<file path="src/rtl/i2s_dac_tx.sv">
// i2s_dac_tx: buffers one stereo pair (clock, reset, sample_l/r, sample_valid in) and serializes it as Philips I2S (i2s_bclk, i2s_lrclk, i2s_sdata) with frame_start/underrun/overrun pulses
module i2s_dac_tx #(
  parameter int DIV_HALF = 8
) (
  input  logic        clock,
  input  logic        reset,
  input  logic [15:0] sample_l,
  input  logic [15:0] sample_r,
  input  logic        sample_valid,
  output logic        i2s_bclk,
  output logic        i2s_lrclk,
  output logic        i2s_sdata,
  output logic        frame_start,
  output logic        underrun,
  output logic        overrun
);
  localparam int W = DIV_HALF > 1 ? $clog2(DIV_HALF) : 1;
  logic [W-1:0] div_cnt;
  logic [4:0]   slot, nslot;
  logic [31:0]  shreg, pend, last, word;
  logic         pend_full, tick, fall, load;
  assign tick  = div_cnt == W'(DIV_HALF - 1);
  assign fall  = tick && i2s_bclk;
  assign load  = fall && slot == 5'd31;
  assign nslot = slot + 5'd1;
  assign word  = pend_full ? pend : last;
  always_ff @(posedge clock) begin
    if (reset) begin
      div_cnt     <= '0;
      slot        <= 5'd31;
      shreg       <= '0;
      pend        <= '0;
      last        <= '0;
      pend_full   <= 1'b0;
      i2s_bclk    <= 1'b0;
      i2s_lrclk   <= 1'b0;
      i2s_sdata   <= 1'b0;
      frame_start <= 1'b0;
      underrun    <= 1'b0;
      overrun     <= 1'b0;
    end else begin
      div_cnt <= tick ? '0 : div_cnt + 1'b1;
      if (tick) i2s_bclk <= ~i2s_bclk;
      if (fall) begin
        slot      <= nslot;
        i2s_lrclk <= nslot >= 5'd15 && nslot <= 5'd30;
        shreg     <= load ? word : shreg << 1;
        i2s_sdata <= load ? word[31] : shreg[30];
      end
      frame_start <= load;
      underrun    <= load && !pend_full;
      overrun     <= sample_valid && pend_full && !load;
      // a load consumes the pre-edge pend; a same-cycle sample refills it
      if (sample_valid) pend <= {sample_l, sample_r};
      pend_full <= sample_valid || (pend_full && !load);
      if (load && pend_full) last <= pend;
    end
  end
endmodule

</file>
<file path="config.mk">
export PLATFORM = sky130hd
export DESIGN_NAME = i2s_dac_tx
export DESIGN_NICKNAME = d
export VERILOG_FILES = /design/src/rtl/i2s_dac_tx.sv
export SDC_FILE = /design/constraint.sdc
export NUM_CORES = 1
export LEC_CHECK = 0
export CAP_MARGIN = 20
export CORE_MARGIN = 2
export CORE_UTILIZATION = 35
export CTS_BUF_LIST = sky130_fd_sc_hd__clkbuf_8
export CTS_CLUSTER_SIZE = 16
export DETAILED_ROUTE_END_ITERATION = 6
export SLEW_MARGIN = 15
export SYNTH_ARGS = -nofsm -noshare
export SYNTH_HDL_FRONTEND = slang
export SYNTH_SLANG_ARGS = --single-unit
export TNS_END_PERCENT = 50
</file>
<file path="constraint.sdc">
create_clock -name clock -period 2.4 [get_ports clock]
set_input_delay 0.24 -clock clock [delete_from_list [all_inputs] [get_ports clock]]
set_output_delay 0.24 -clock clock [all_outputs]
set_load 0.1 [all_outputs]
</file>
==> summary.md <==
| Metric | Value |
|---|---|
| Status | `finished clean` |
| Max cap viols | `0` |
| Setup ws final | `between 0.3 and 0.4 ns` |
| Number of hold buffers added after cts | `0` |
| CP arrival | `2.40 ns` |
| Setup crit start kind | `flip-flop` |
| Final Hold Fails | `0` |
| Vias per cell | `4.81` |
| Peak supply drop | `about 0.30 mV` |
| Fin crit period | `~2.1 ns` |
| CP max stage cell | `dfxtp_1` |
| Die Y | `~120 µm` |
| Worst-Skew Late Latency | `roughly 0.38 ns` |
| Vias | `~3,500` |
| Reg clk slew, reported paths | `about 0.10 ns` |
| Setup tns final | `0 ns` |
| PortBufs | `40` |
| Post-synthesis compound-gate area fraction | `0.137` |
| Sequential cell area | `2200 µm²` |
| Placed cell areas | `roughly 5000 µm²` |
| Relative slew margins | `0.527` |
| Initial Util | `0.362` |
| Hold Crit Class | `primary input to flip-flop` |
| Sink Count | `110` |
| Synth top area share | `0.477` |
| Fill cells | `between 1,000 and 1,500` |
| Placed wire-length estimate | `5.75 mm` |
| Family with the most delay on the worst path | `adder cells` |
| Setup CP Type | `flip-flop to flip-flop` |
| Final period util | `0.874` |
| Util after Layout | `0.418` |
| PD cells | `606 nW/µm²` |
| Multi-input gate area | `~2200 µm²` |
| Ranking of synthesized cells by area | `dfxtp_1 (48%), mux2i_1 (14%), nor2_1 (8.1%)` |
| Post-Syn Instances | `524` |
| Worst Setup End Kind | `flip-flop` |
| Flop and latch count out of synthesis | `110` |
| Total track usage | `0.131` |
| Initial antenna violation count | `0` |
| Commonest cells after routing, fill and taps aside | `dfxtp_1 (109), nor2_1 (100), nand2_1 (70)` |
| Slew @ Worst Pin | `about 0.71 ns` |
| Worst path bufs/invs | `0` |
| Antenna cell count | `0` |
| Worst Path Required | `2.70 ns` |
| Crit-path cells | `ha_1, and3_2, ha_2, a2111oi_4, and4b_1, o31ai_2` |
| Hold WS | `about 0.27 ns` |
| Starting DRT DRC Count | `162` |
| Synthesis Warnings | `0` |
| Leading area contributor after synthesis | `dfxtp_1` |
| Vias in the first global route | `3,253` |
| Layout Nets | `585` |
| CP peak stage delay | `~0.46 ns` |
| Mapped Area | `4620 µm²` |
| 1st-pass router iterations | `4` |
| DRC | `0` |
| LEAKAGE | `roughly 2.1 nW` |
| Routed Antenna Nets | `0` |
| Root buffer cell | `clkbuf_8` |
| Adder-Cell Fraction of Synth Area | `0.0163` |
| WL/cell | `roughly 12 µm` |
| Post-synthesis sequential area ratio | `0.477` |
| Commonest non-fill, non-tap cell in the layout | `dfxtp_1` |
| Maximum root-to-sink buffer count | `2` |
| GP Congestion | `approximately 0.7` |
| Finished Cell Area | `~5300 µm²` |
| # IOs | `between 40 and 50` |
| DIE WIDTH | `between 100 and 150 µm` |
| Fmax | `~480 MHz` |
| Largest net degree at the start of global routing | `70` |
| Critical-path maximum fanout | `7` |
| Main combinational cell family by area after synthesis | `simple AND/OR/NAND/NOR gates` |
| First-pass GRT wire length | `~15 mm` |
| Post-CTS sizing | `0` |
| Placeable Area | `between 10,000 and 15,000 µm²` |
| Syn_area_per_cell | `between 8 and 9 µm²` |
| Post-Place Setup Slack | `0.320 ns` |
| Mux contribution to synthesized area | `0.139` |
| Die Area | `14,100 µm²` |
| # setup viols final | `0` |
| CTS tree | `yes` |
| Syn Nets | `565` |
| Layout area overhead | `15.6%` |
| Simple-gate portion of the synthesized area | `0.171` |
| WL final | `between 8 and 9 mm` |
| Layout Skew | `roughly 0.0094 ns` |
| H-tree Lvls | `3` |
| Layout cells sized above 1 | `0.0783` |
| Post-Synth XOR/XNOR Area | `0.00948` |
| RSZ-0062 raised after global routing | `no` |
| Cell variety after synth | `33` |
| Max-slew violations | `0` |
| Clock buffer count from CTS | `9` |
| Row cnt | `around 40` |
| Post-CTS setup buffers | `0` |
| GRT overflow | `0` |
[layout make-up]
| type | count | share of cell area |
|---|---|---|
| clock buffers | 11 | 0.0284 |
| clock inverters | 5 | 0.00938 |
| flip-flops and latches | 110 | 0.413 |
| inverters | 3 | 0.00211 |
| well taps | 172 | 0.0403 |
| repair buffers | 52 | 0.0971 |
| multi-input cells | 368 | 0.410 |
[synth_stat cells]
library cell	number
xor2_1	2
o31ai_2	1
nand3b_2	1
nor3_1	3
inv_1	3
and3_2	1
or4_1	1
mux2i_1	64
and2_1	1
and3_1	1
buf_6	3
ha_1	6
dfxtp_1	110
xnor2_1	3
nor2_1	100
and4b_1	2
buf_2	10
buf_4	7
clkbuf_1	20
nand3b_1	2
nand2_1	71
nor3b_1	2
nand4_1	1
a2111oi_4	1
nand2b_4	1
a21oi_1	65
nand2b_1	3
a211oi_1	32
a211o_1	1
a2bb2oi_1	1
o21ba_2	1
nand3_1	1
buf_1	3
[flip-flops by register name, summed over array words and instances (netlist names)]
| register | flops |
|---|---|
| div_cnt | 3 |
| frame_start | 1 |
| i2s_bclk | 1 |
| i2s_lrclk | 1 |
| i2s_sdata | 1 |
| last | 32 |
| overrun | 1 |
| pend | 32 |
| pend_full | 1 |
| shreg | 31 |
| slot | 5 |
| underrun | 1 |
[stage by stage]
stage,instances,power [W]
floorplan,524,0.00206
global placement,705,0.00215
detailed placement,705,0.00215
CTS,721,0.00328
global route,721,0.00338
finish,721,0.00323
[worst register-to-register path, cell delays in order, from the launching register on]
cell	delay [ns]
dfxtp_1	0.46
ha_1	0.35
and3_2	0.22
ha_2	0.29
a2111oi_4	0.30
and4b_1	0.24
o31ai_2	0.16
[path summary, 6_finish.rpt]
kind                                 start           to  slack, ns  cells past startpoint
worst max register to register     slot[0]    i2s_lrclk       0.30                      6
worst max-delay path               slot[0]    i2s_lrclk       0.30                      6
worst min register to register  div_cnt[0]   div_cnt[0]       0.44                      1
worst min-delay path                 reset  frame_start       0.27                      2
[kinds of logic after synthesis]
kind of cell | Yosys count
flip-flops | 110
buffers and inverters | 46
XOR/XNOR | 5
multiplexers | 64
adder cells (fa/ha/maj) | 6
AND/OR/NAND/NOR | 191
AO/OA/AOI/OAI | 102
[where the power goes]
group / total, W / switching (W) / internal, W
Combinational: 0.000209 / 0.0000951 / 0.000114
Clock: 0.00113 / 0.000598 / 0.000531
Sequential: 0.00190 / 0.0000331 / 0.00186
Total: 0.00323 / 0.000726 / 0.00251
[per-layer routing]
metal / vias to the layer above / GRT usage / wire length (µm)
li1: 1814 / - / -
met1: 1603 / 0.169 / 4460
met2: 38 / 0.212 / 3920
met3: 11 / 0.0316 / 286
met4: 0 / 0.0513 / 152
met5: - / 0 / 0
Note: power is estimated with default switching activity, not from simulation.
